## config.mk

```make
export PLATFORM = sky130hd
export DESIGN_NAME = mul_seq
export DESIGN_NICKNAME = d
export VERILOG_FILES = /design/src/rtl/mul_seq.sv
export SDC_FILE = /design/constraint.sdc
export NUM_CORES = 1
export LEC_CHECK = 0
export CAP_MARGIN = 10
export CORE_MARGIN = 2
export CORE_UTILIZATION = 55
export CTS_CLUSTER_SIZE = 12
export DETAILED_ROUTE_END_ITERATION = 8
export PLACE_DENSITY = 0.83
export SLEW_MARGIN = 10
export SYNTH_ARGS = -nofsm -noshare
export SYNTH_HDL_FRONTEND = slang
export SYNTH_SLANG_ARGS = --single-unit
```

## constraint.sdc

```tcl
create_clock -name clk -period 4 [get_ports clk]
set_input_delay 0.8 -clock clk [delete_from_list [all_inputs] [get_ports clk]]
set_output_delay 0.8 -clock clk [all_outputs]
set_load 0.05 [all_outputs]
```

## src/rtl/mul_seq.sv

```systemverilog
// rtl/mul_seq.sv - sequential shift-add multiplier, unsigned or two's complement
// Optional macro MUL_SEQ_ZERO_BYPASS_EN: zero operands skip the shift-add loop.
module mul_seq #(
  parameter int WIDTH = 8
) (
  input  logic                 clk,
  input  logic                 rst,
  input  logic                 start,
  input  logic                 is_signed,
  input  logic [WIDTH-1:0]     a,
  input  logic [WIDTH-1:0]     b,
  output logic                 busy,
  output logic                 done,
  output logic [2*WIDTH-1:0]   c
);

  localparam logic [1:0] IDLE = 2'd0;
  localparam logic [1:0] CALC = 2'd1;
  localparam logic [1:0] FIN  = 2'd2;

  localparam logic [WIDTH-1:0] ONE  = {{(WIDTH-1){1'b0}}, 1'b1};
  localparam logic [5:0]       LAST = 6'(WIDTH-1);

  logic [1:0]         state;
  logic [5:0]         cnt;
  logic [WIDTH-1:0]   mcand;
  logic [WIDTH-1:0]   upper;
  logic [WIDTH-1:0]   lower;
  logic               neg;

  logic [WIDTH-1:0]   a_mag;
  logic [WIDTH-1:0]   b_mag;
  logic [WIDTH:0]     sum;
  logic [2*WIDTH-1:0] prod;
  logic               zero_op;

  // Negating the most negative value wraps to 2^(WIDTH-1), which is the
  // correct unsigned magnitude, so no extra bit is needed.
  always_comb begin
    a_mag = (is_signed && a[WIDTH-1]) ? (~a + ONE) : a;
    b_mag = (is_signed && b[WIDTH-1]) ? (~b + ONE) : b;
    sum   = {1'b0, upper} + (lower[0] ? {1'b0, mcand} : {(WIDTH+1){1'b0}});
    prod  = {upper, lower};
`ifdef MUL_SEQ_ZERO_BYPASS_EN
    zero_op = (a == '0) || (b == '0);
`else
    zero_op = 1'b0;
`endif
  end

  assign busy = (state != IDLE);

  always_ff @(posedge clk or posedge rst) begin
    if (rst) begin
      state <= IDLE;
      cnt   <= '0;
      mcand <= '0;
      upper <= '0;
      lower <= '0;
      neg   <= 1'b0;
      c     <= '0;
      done  <= 1'b0;
    end else begin
      done <= 1'b0;
      case (state)
        IDLE: begin
          if (start) begin
            mcand <= a_mag;
            // lower holds the multiplier and is shifted out as product bits arrive
            lower <= zero_op ? '0 : b_mag;
            upper <= '0;
            cnt   <= '0;
            neg   <= is_signed & (a[WIDTH-1] ^ b[WIDTH-1]);
            state <= zero_op ? FIN : CALC;
          end
        end
        CALC: begin
          {upper, lower} <= {sum, lower[WIDTH-1:1]};
          cnt            <= cnt + 6'd1;
          if (cnt == LAST) begin
            state <= FIN;
          end
        end
        FIN: begin
          c     <= neg ? (~prod + {{(2*WIDTH-1){1'b0}}, 1'b1}) : prod;
          done  <= 1'b1;
          state <= IDLE;
        end
        default: state <= IDLE;
      endcase
    end
  end

endmodule

```

# After elaboration in Yosys (flattened, before gate mapping)
# Cells that the tools add are included.
[classes]
addsub = 5
eq_ne = 5
muxes = 14
bitwise = 5
reduce_logical = 8
[ops]
columns = ["operator", "n"]
rows = [
  ["8-bit 2-to-1 mux", 5],
  ["8-bit case mux with 2 select lines", 2],
  ["16-bit by 1-bit adder with 16-bit output, second input constant", 1],
  ["8-bit by 1-bit adder with 8-bit output, second input constant", 2],
  ["16-bit 2-to-1 mux", 1],
  ["16-bit NOT", 1],
  ["8-bit NOT", 2],
  ["6-bit case mux with 2 select lines", 1],
  ["8-bit by 8-bit adder with 9-bit output", 1],
  ["6-bit by 1-bit adder with 6-bit output, second input constant", 1],
  ["6-bit by 3-bit equality test with 1-bit output, second input constant", 1],
  ["6-bit 2-to-1 mux", 1],
  ["2-bit AND reduction", 3],
  ["2-bit 2-to-1 mux", 2],
  ["2-bit != test, second input constant", 2],
  ["2-bit case mux with 2 select lines", 1],
  ["2-bit nonzero test", 2],
  ["2-bit by 1-bit equality test with 1-bit output, second input constant", 1],
  ["2-bit equality test, second input constant", 1],
  ["1-bit logical AND", 2],
  ["2-bit logical NOT", 1],
  ["1-bit bitwise AND", 1],
  ["1-bit 2-to-1 mux", 1],
  ["1-bit XOR", 1],
]
[word_totals]
register_bits = 50
output_inout_bits = 18
wordCells = 45

# Longest topological paths before layout
# Gate-level depths: netlist of the first run.
[depth]
word_depth = 5
depth_mapped = 9

# Least setup slack after synthesis of the first run
# No wires, ideal clock.
[synth_timing]
path_type = "register to register"
startpoint = "reg lower[0]"
endpoint = "reg upper[5]"
setup_ns = 0.130
arrival_time_ns = 1.897
required_ns = 3.870
path_slack_ns = 1.972
path_stages_with_launch = 10
n_path_buf = 1
synth_period_minus_slack_ns = 2.028
cell_sequence = "dfrtp_1 -> clkbuf_1 -> and2_1 -> ha_1 -> fa_1 -> a21o_1 -> nand3_1 -> nand3b_1 -> a211oi_1 -> o31ai_1"
[synth_via]
elab_chain_cells = 3
[synth_lines]
columns = ["element", "line_no", "text"]
rows = [
  ["start: declaration", "28", "logic [WIDTH-1:0] lower;"],
  ["start signal: assignment", "70", "lower <= zero_op ? '0 : b_mag;"],
  ["start signal: assignment", "78", "{upper, lower} <= {sum, lower[WIDTH-1:1]};"],
  ["8-bit 2-to-1 mux", "42", "sum = {1'b0, upper} + (lower[0] ? {1'b0, mcand} : {(WIDTH+1){1'b0}});"],
  ["8-bit by 8-bit adder with 9-bit output", "42", ""],
  ["8-bit case mux with 2 select lines", "65", "case (state)"],
  ["end signal: assignment", "78", ""],
  ["end: declaration", "27", "logic [WIDTH-1:0] upper;"],
]
# No other way between the ends.
# A chain may end at the register's enable or synchronous reset.

# Final worst setup path of the first run
[layout_timing]
startpoint = "reg state[1]"
endpoint = "out busy"
[layout_via]
elab_chain_cells = 1
[layout_lines]
columns = ["element", "line_no", "text"]
rows = [
  ["start: declaration", "24", "logic [1:0] state;"],
  ["start signal: assignment", "74", "state <= zero_op ? FIN : CALC;"],
  ["2-bit nonzero test", "51", "assign busy = (state != IDLE);"],
  ["end: declaration", "12", "output logic busy,"],
]
# No other way between the ends.

==> results of run 1 <==
[worst min-delay path: cells and delay by family, from the launching register on]
| family | cells | cell delay, ps |
|---|---|---|
| DFF | 1 | 350 |
| AOI/OAI and AO/OA | 1 | 60 |
| and+or+nand+nor | 1 | 40 |
[power by group through the flow]
stage | sequential, mW | clock, mW | combinational (mW)
floorplan | 1.10 | 0 | 0.801
global placement | 0.954 | 0 | 1.22
detailed placement | 0.973 | 0 | 1.27
CTS | 0.963 | 0.353 | 1.28
global route | 1.00 | 0.371 | 1.42
finish | 0.965 | 0.347 | 1.27
[Yosys cell counts, types with 2 or more instances]
| cell | count |
|---|---|
| sky130_fd_sc_hd__nor2b_1 | 2 |
| sky130_fd_sc_hd__and2_1 | 8 |
| sky130_fd_sc_hd__nand4_1 | 2 |
| sky130_fd_sc_hd__inv_1 | 11 |
| sky130_fd_sc_hd__o31ai_1 | 7 |
| sky130_fd_sc_hd__nand3_1 | 12 |
| sky130_fd_sc_hd__a21o_1 | 2 |
| sky130_fd_sc_hd__nand3b_1 | 3 |
| sky130_fd_sc_hd__o21ai_0 | 50 |
| sky130_fd_sc_hd__dfrtp_1 | 50 |
| sky130_fd_sc_hd__nand2b_1 | 2 |
| sky130_fd_sc_hd__ha_1 | 12 |
| sky130_fd_sc_hd__nor2_1 | 15 |
| sky130_fd_sc_hd__nor3_1 | 6 |
| sky130_fd_sc_hd__xnor2_1 | 10 |
| sky130_fd_sc_hd__a211oi_1 | 3 |
| sky130_fd_sc_hd__nand2_1 | 46 |
| sky130_fd_sc_hd__a22oi_1 | 7 |
| sky130_fd_sc_hd__or3_1 | 3 |
| sky130_fd_sc_hd__a31oi_1 | 4 |
| sky130_fd_sc_hd__clkbuf_1 | 11 |
| sky130_fd_sc_hd__mux2i_1 | 3 |
| sky130_fd_sc_hd__a21oi_1 | 8 |
| sky130_fd_sc_hd__xor2_1 | 19 |
[metrics by stage]
step / hold WS [ps] / setup slack (ps) / power (mW)
5_1_grt: 493 / 1350 / 2.79
2_1_floorplan: 442 / 1970 / 1.90
3_3_place_gp: 457 / 1590 / 2.17
4_1_cts: 489 / 1470 / 2.59
3_5_place_dp: 469 / 1530 / 2.24
6_report: 481 / 1480 / 2.58
[metal layers]
metal	GRT usage, %	vias up
li1	-	1161
met1	27.0	1062
met2	35.5	59
met3	3.32	9
met4	7.09	0
met5	0	-
[flip-flops by register name, summed over array words and instances (netlist names)]
register / cells
c: 16
state: 2
cnt: 6
mcand: 8
neg: 1
done: 1
lower: 8
upper: 8
[area by class of cell]
class                   count  area, sq um  area share, %
multi-input cells         239         1500           44.5
clock inverters             3         40.0           1.19
repair buffers             38          378           11.2
flip-flops and latches     50         1250           37.2
clock buffers               5         68.8           2.05
inverters                  11         41.3           1.23
well taps                  70         87.6           2.61
[final timing paths]
kind / startpoint / cells past startpoint / endpoint / slack [ps]
worst max register to register: lower[0] / 8 / upper[5] / 1860
min in group asynchronous: rst / 2 / c[14] / 1040
max in group asynchronous: rst / 2 / lower[0] / 2360
worst min register to register: mcand[6] / 2 / mcand[6] / 480
worst min-delay path: mcand[6] / 2 / mcand[6] / 480
worst max-delay path: state[1] / 3 / busy / 1480
[cell families after synthesis]
logic type	synth area share, %
adder cells (fa/ha/maj)	5.97
AO/OA/AOI/OAI	18.2
multiplexers	1.05
buffers and inverters	3.60
XOR/XNOR	8.92
AND/OR/NAND/NOR	18.4
flip-flops	43.9
==> metrics.txt, run 1 <==
# TYPE chip_impl_metric gauge
chip_impl_metric{name="achievable-frequency",unit="MHz"} 396
chip_impl_metric{name="met3_wirelength",unit="microns"} 242
chip_impl_metric{name="first_pass_iters",unit=""} 4
chip_impl_metric{name="detail_route.wl_per_cell",unit="microns"} 13.2
chip_impl_metric{name="clkLatencyLatePin",unit="ps"} 300
chip_impl_info{name="min_path_type",value="reg2reg"} 1
chip_impl_metric{name="core.rowCount",unit=""} 26
chip_impl_metric{name="worstPathBufferInverterCount",unit=""} 2
chip_impl_info{name="yosys.area.top_type",value="sky130_fd_sc_hd__dfrtp_1"} 1
chip_impl_metric{name="netlist_area_pre_place",unit="sq mm"} 0.00285
chip_impl_metric{name="power.switching_fraction",unit="%"} 45.2
chip_impl_metric{name="p_leak",unit="nW"} 1.47
chip_impl_metric{name="layout-drive-gt1-share",unit="%"} 4.05
chip_impl_metric{name="cts_resized",unit=""} 0
chip_impl_metric{name="route.detailed.vias_per_inst",unit=""} 5.51
chip_impl_info{name="routed.top_layer",value="met4"} 1
chip_impl_metric{name="fillCellCount",unit=""} 428
chip_impl_metric{name="switching_power_of_the_nets",unit="mW"} 1.17
chip_impl_info{name="worstSetupEndpointType",value="output port"} 1
chip_impl_metric{name="cp.required",unit="ps"} 3200
chip_impl_metric{name="layoutNonFillerInstCount",unit=""} 416
chip_impl_metric{name="antenna_left",unit=""} 0
chip_impl_metric{name="ir_worst_vdd",unit="V"} 0.000335
chip_impl_metric{name="synth_seq_cells",unit=""} 50
chip_impl_metric{name="n_antenna_cell",unit=""} 0
chip_impl_info{name="grt_setup_unrepaired",value="no"} 1
chip_impl_metric{name="yosys_warns",unit=""} 0
chip_impl_metric{name="mappedNetlistNets",unit=""} 347
chip_impl_metric{name="combinationalPowerShare",unit="%"} 49.2
chip_impl_metric{name="design.portCount",unit=""} 38
chip_impl_metric{name="antenna_found_initial",unit=""} 0
chip_impl_metric{name="postSynthCellCount",unit=""} 314
chip_impl_info{name="worst_path_max_delay_cell",value="sky130_fd_sc_hd__clkdlybuf4s50_1"} 1
chip_impl_metric{name="clock_skew",unit="ps"} 3.95
chip_impl_metric{name="drc",unit=""} 0
chip_impl_metric{name="final_min_period_over_clock_period",unit="%"} 63.1
chip_impl_metric{name="design.die.area",unit="sq mm"} 0.00577
chip_impl_metric{name="clk_path_buf_depth",unit=""} 2
chip_impl_metric{name="finish.net_count",unit=""} 378
chip_impl_metric{name="numPortBuffers",unit=""} 37
chip_impl_metric{name="cts_setup_buffers",unit=""} 0
chip_impl_metric{name="htreeDepth",unit=""} 2
chip_impl_metric{name="pwr-share-seq",unit="%"} 37.4
chip_impl_metric{name="worst_path_arrival",unit="ps"} 1720
chip_impl_metric{name="max_stage_delay",unit="ps"} 700
chip_impl_metric{name="drt-initial-drc-count",unit=""} 140
chip_impl_info{name="path_cells",value="nor2_1, inv_1, clkdlybuf4s50_1"} 1
chip_impl_metric{name="slew_headroom",unit="%"} 34.1
chip_impl_info{name="outcome",value="complete, no violations"} 1
chip_impl_metric{name="synth_to_layout_area_growth",unit="%"} 18.0
chip_impl_info{name="critical_path_class",value="reg2out"} 1
chip_impl_info{name="cts_root_buffer",value="sky130_fd_sc_hd__clkbuf_8"} 1
chip_impl_metric{name="clock_sink_count",unit=""} 50
chip_impl_metric{name="worst-slew-pin-transition",unit="ps"} 989
chip_impl_metric{name="number_of_cts_inserted_buffers",unit=""} 5
chip_impl_metric{name="setup-tns-final",unit="ps"} 0
chip_impl_metric{name="grt_usage",unit="%"} 20.7
chip_impl_metric{name="detailroute.wirelength.met2",unit="microns"} 2730
chip_impl_metric{name="grt_overflow",unit=""} 0
chip_impl_metric{name="seq_area_frac_synth",unit="%"} 43.9
chip_impl_metric{name="maxCapViolCount",unit=""} 0
chip_impl_metric{name="timing.final.setup_violations",unit=""} 0
chip_impl_metric{name="dr_total_vias",unit=""} 2291
chip_impl_metric{name="post_synth.cell_area_avg",unit="sq um"} 9.07
chip_impl_info{name="layout.cells.most_common_list",value="sky130_fd_sc_hd__o21ai_0 (50), sky130_fd_sc_hd__dfrtp_1 (50), sky130_fd_sc_hd__nand2_1 (46)"} 1
chip_impl_info{name="cts_tree",value="built"} 1
chip_impl_metric{name="final_core_utilization",unit="%"} 66.7
chip_impl_metric{name="initial_core_util",unit="%"} 56.5
chip_impl_metric{name="number_of_instances_in_the_placed_design",unit=""} 408
chip_impl_metric{name="gp_congestion",unit=""} 0.879
chip_impl_metric{name="design_area",unit="sq mm"} 0.00336
chip_impl_info{name="post_synth_main_area_contributors",value="sky130_fd_sc_hd__dfrtp_1 (44%), sky130_fd_sc_hd__o21ai_0 (8.8%), sky130_fd_sc_hd__nand2_1 (6.1%), sky130_fd_sc_hd__xor2_1 (5.8%), sky130_fd_sc_hd__ha_1 (5.3%)"} 1
chip_impl_metric{name="unique_cell_type_count_in_the_yosys_netlist",unit=""} 42
chip_impl_metric{name="dpl.hpwl",unit="microns"} 4130
chip_impl_metric{name="clockPowerShare",unit="%"} 13.4
chip_impl_metric{name="detail_route.wirelength.met1",unit="microns"} 2430
chip_impl_metric{name="fp.dieW",unit="microns"} 76.0
chip_impl_metric{name="floorplan.core_area",unit="sq mm"} 0.00504
chip_impl_metric{name="clk_pin_slew",unit="ps"} 90
chip_impl_metric{name="pwr_density_cell",unit="mW/mm^2"} 767
chip_impl_metric{name="ctsHoldBuffers",unit=""} 0
chip_impl_metric{name="p_int",unit="mW"} 1.41
chip_impl_metric{name="dpl-instance-area",unit="sq mm"} 0.00325
chip_impl_metric{name="worstPathMaxFanout",unit=""} 4
chip_impl_metric{name="synth_enable_flop_cells",unit=""} 0
chip_impl_metric{name="min_period",unit="ps"} 2520
chip_impl_metric{name="async_set_or_reset_flop_fraction_in_the_synthesized_netlist",unit="%"} 100
chip_impl_metric{name="via_count_of_the_first_global_routing_pass",unit=""} 2116
chip_impl_metric{name="floorplan.die.height",unit="microns"} 76.0
chip_impl_metric{name="synth.top_cell.area_share",unit="%"} 43.9
chip_impl_metric{name="maxSlewViolCount",unit=""} 0
chip_impl_metric{name="hold_violations",unit=""} 0
chip_impl_info{name="post_synth_top_flop",value="sky130_fd_sc_hd__dfrtp_1"} 1
chip_impl_info{name="timing.critical_path.from_type",value="register"} 1
chip_impl_metric{name="maximum_number_of_pins_on_one_net_before_global_route_repair",unit=""} 51
chip_impl_info{name="worst_path_dominant_cell_family",value="buffers and inverters"} 1
chip_impl_metric{name="grt_pass1_wl",unit="microns"} 9790
chip_impl_metric{name="wl",unit="microns"} 5500
(Power assumes the default switching activity.)
==> inputs of run 2 (changes only) <==
CORE_UTILIZATION = 50   (was 55)
PLACE_DENSITY = 0.79   (was 0.83)
clock period = 2.05 ns   (was 4 ns; I/O delays follow)
==> metrics.txt, run 2 (synthesized netlist as in run 1, its figures left out) <==
# TYPE chip_impl_metric gauge
chip_impl_metric{name="worstRegToRegCells",unit=""} 7
chip_impl_metric{name="clockPowerShare",unit="%"} 13.1
chip_impl_metric{name="globalRouteMet1Util",unit="%"} 23.0
chip_impl_metric{name="postLayoutSetupSlackWorst",unit="ps"} 58.5
chip_impl_info{name="layout.cells.most_common_list",value="sky130_fd_sc_hd__dfrtp_1 (50), sky130_fd_sc_hd__o21ai_0 (48), sky130_fd_sc_hd__nand2_1 (46)"} 1
chip_impl_metric{name="worst-slew-pin-transition",unit="ps"} 607
chip_impl_metric{name="ctsHoldBuffers",unit=""} 0
chip_impl_metric{name="p_leak",unit="nW"} 1.54
chip_impl_metric{name="grt_usage",unit="%"} 19.5
chip_impl_info{name="cts_tree",value="built"} 1
chip_impl_metric{name="dr_total_vias",unit=""} 2377
chip_impl_info{name="worstSetupEndpointType",value="register"} 1
chip_impl_metric{name="clock_skew",unit="ps"} 3.87
chip_impl_metric{name="ir_worst_vdd",unit="V"} 0.000687
chip_impl_metric{name="drt-initial-drc-count",unit=""} 162
chip_impl_metric{name="design.die.area",unit="sq mm"} 0.00632
chip_impl_metric{name="combinationalPowerShare",unit="%"} 52.3
chip_impl_metric{name="clock_sink_count",unit=""} 50
chip_impl_info{name="timing.rr.end",value="upper[6]"} 1
chip_impl_metric{name="slew_headroom",unit="%"} 59.6
chip_impl_metric{name="largest_register_ffs",unit=""} 16
chip_impl_metric{name="numPortBuffers",unit=""} 37
chip_impl_metric{name="design.portCount",unit=""} 38
chip_impl_metric{name="achievable-frequency",unit="MHz"} 502
chip_impl_metric{name="regToRegSetupSlack",unit="ps"} 60
chip_impl_info{name="cts_root_buffer",value="sky130_fd_sc_hd__clkbuf_8"} 1
chip_impl_metric{name="fp.dieW",unit="microns"} 79.5
chip_impl_metric{name="pwr_density_cell",unit="mW/mm^2"} 1510
chip_impl_info{name="reg2reg_from",value="lower[0]"} 1
chip_impl_metric{name="number_of_cts_inserted_buffers",unit=""} 5
chip_impl_info{name="largest-register",value="c"} 1
chip_impl_metric{name="grt_pass1_wl",unit="microns"} 9740
chip_impl_metric{name="synth_to_layout_area_growth",unit="%"} 23.7
chip_impl_metric{name="detail_route.wl_per_cell",unit="microns"} 13.5
chip_impl_info{name="timing.critical_path.from_type",value="register"} 1
chip_impl_metric{name="initial_core_util",unit="%"} 51.7
chip_impl_metric{name="worst_path_arrival",unit="ps"} 2160
chip_impl_metric{name="layout-drive-gt1-share",unit="%"} 10.3
chip_impl_metric{name="clk_pin_slew",unit="ps"} 90
chip_impl_metric{name="fillCellCount",unit=""} 452
chip_impl_metric{name="clkLatencyLatePin",unit="ps"} 300
chip_impl_info{name="critical_path_class",value="reg2reg"} 1
chip_impl_metric{name="via_count_of_the_first_global_routing_pass",unit=""} 2259
chip_impl_metric{name="wl",unit="microns"} 5850
chip_impl_metric{name="hold_violations",unit=""} 0
chip_impl_metric{name="timing.final.setup_violations",unit=""} 0
chip_impl_metric{name="grt_overflow",unit=""} 0
chip_impl_metric{name="core.rowCount",unit=""} 27
chip_impl_metric{name="clk_path_buf_depth",unit=""} 2
chip_impl_metric{name="preCtsSetupSlack",unit="ps"} -19.7
chip_impl_metric{name="maxSlewViolCount",unit=""} 0
chip_impl_info{name="outcome",value="complete, no violations"} 1
chip_impl_metric{name="p_int",unit="mW"} 2.93
chip_impl_metric{name="pwr-share-seq",unit="%"} 34.7
chip_impl_metric{name="first_pass_iters",unit=""} 4
chip_impl_info{name="min_path_type",value="in2async"} 1
chip_impl_metric{name="worstPathMaxFanout",unit=""} 5
chip_impl_metric{name="drc",unit=""} 0
chip_impl_metric{name="maxCapViolCount",unit=""} 0
chip_impl_metric{name="htreeDepth",unit=""} 2
chip_impl_metric{name="floorplan.die.height",unit="microns"} 79.5
chip_impl_metric{name="global_route.usage.met2",unit="%"} 35.0
chip_impl_metric{name="gp_congestion",unit=""} 0.828
chip_impl_metric{name="antenna_found_initial",unit=""} 0
chip_impl_metric{name="finish.net_count",unit=""} 392
chip_impl_metric{name="maximum_number_of_pins_on_one_net_before_global_route_repair",unit=""} 36
chip_impl_metric{name="route.detailed.vias_per_inst",unit=""} 5.50
chip_impl_metric{name="use_met3",unit="%"} 3.62
chip_impl_metric{name="n_antenna_cell",unit=""} 0
chip_impl_metric{name="min_period",unit="ps"} 1990
chip_impl_metric{name="dpl.hpwl",unit="microns"} 4350
chip_impl_metric{name="power.switching_fraction",unit="%"} 45.0
chip_impl_metric{name="floorplan.core_area",unit="sq mm"} 0.00551
chip_impl_metric{name="switching_power_of_the_nets",unit="mW"} 2.40
chip_impl_info{name="mostFrequentLayoutCell",value="sky130_fd_sc_hd__dfrtp_1"} 1
chip_impl_metric{name="cp.required",unit="ps"} 2210
chip_impl_metric{name="antenna_left",unit=""} 0
chip_impl_metric{name="final_min_period_over_clock_period",unit="%"} 97.1
chip_impl_metric{name="setup-tns-final",unit="ps"} 0
chip_impl_info{name="grt_most_used_layer",value="met2"} 1
-- run 2: cell types whose count changed in the layout (fill, tap and decap cells not counted), sizes merged --
cell           delta
buf              +14
clkinv            -2
clkinvlp          +2
clkdlybuf4s50     -1
dlygate4sd2       +1
-- run 2: how the worst max path moves through the flow --
stage	startpoint	endpoint	slack, ps	cells past startpoint
after global routing	lower[0]	c[14]	-20	8
after global placement	a[0]	mcand[7]	50	6
after detailed placement	lower[0]	upper[6]	-20	8
after floorplan	lower[0]	upper[5]	20	9
final	lower[0]	upper[6]	60	7
after CTS	lower[0]	upper[5]	9	8
-- run 2: routing by layer --
| metal | part of all wire [%] | vias to the layer above | routed length [microns] |
|---|---|---|---|
| met1 | 42 | 1112 | 2490 |
| li1 | - | 1190 | - |
| met4 | 2.4 | 0 | 142 |
| met5 | 0 | - | 0 |
| met3 | 4.7 | 11 | 274 |
| met2 | 50 | 64 | 2950 |
-- run 2: worst max-delay path, cell delays in order, from the launching register on --
cell                       delay (ps)
sky130_fd_sc_hd__dfrtp_1          430
sky130_fd_sc_hd__and2_1           200
sky130_fd_sc_hd__ha_1             320
sky130_fd_sc_hd__a211oi_2         290
sky130_fd_sc_hd__o21ai_1          170
sky130_fd_sc_hd__a31oi_2          170
sky130_fd_sc_hd__xor2_1           170
sky130_fd_sc_hd__o21ai_0           90
-- run 2: layout make-up --
class | instances | area [sq um] | area share [%]
multi-input cells | 239 | 1530 | 43.5
flip-flops and latches | 50 | 1250 | 35.5
repair buffers | 52 | 494 | 14.0
well taps | 72 | 90.1 | 2.56
clock buffers | 5 | 68.8 | 1.95
clock inverters | 3 | 45.0 | 1.28
inverters | 11 | 41.3 | 1.17
-- run 2: power groups by stage --
stage,registers [mW],logic [mW],clock network (mW)
after floorplan,2.14,1.56,0
after global placement,1.81,2.56,0
after detailed placement,1.85,2.65,0
after CTS,1.83,2.69,0.710
after global routing,1.91,3.09,0.748
final,1.85,2.78,0.695
-- run 2: timing repair --
item,in CTS,in global routing
pin swaps,0,3
buffers inserted,2,1
endpoints found under the setup margin,3,4
endpoints found under the hold margin,0,0
gates resized for setup,3,9
-- run 2: stage by stage --
step | power (mW) | std cells | hold slack (ps) | util, % | instance area [sq um]
2_1_floorplan | 3.70 | 314 | 442 | - | 2850
3_3_place_gp | 4.37 | 421 | 457 | 60.8 | 3350
3_5_place_dp | 4.50 | 421 | 464 | 60.8 | 3350
4_1_cts | 5.23 | 431 | 412 | 63.3 | 3480
5_1_grt | 5.75 | 432 | 431 | 64.0 | 3520
6_report | 5.32 | 432 | 398 | 64.0 | 3520
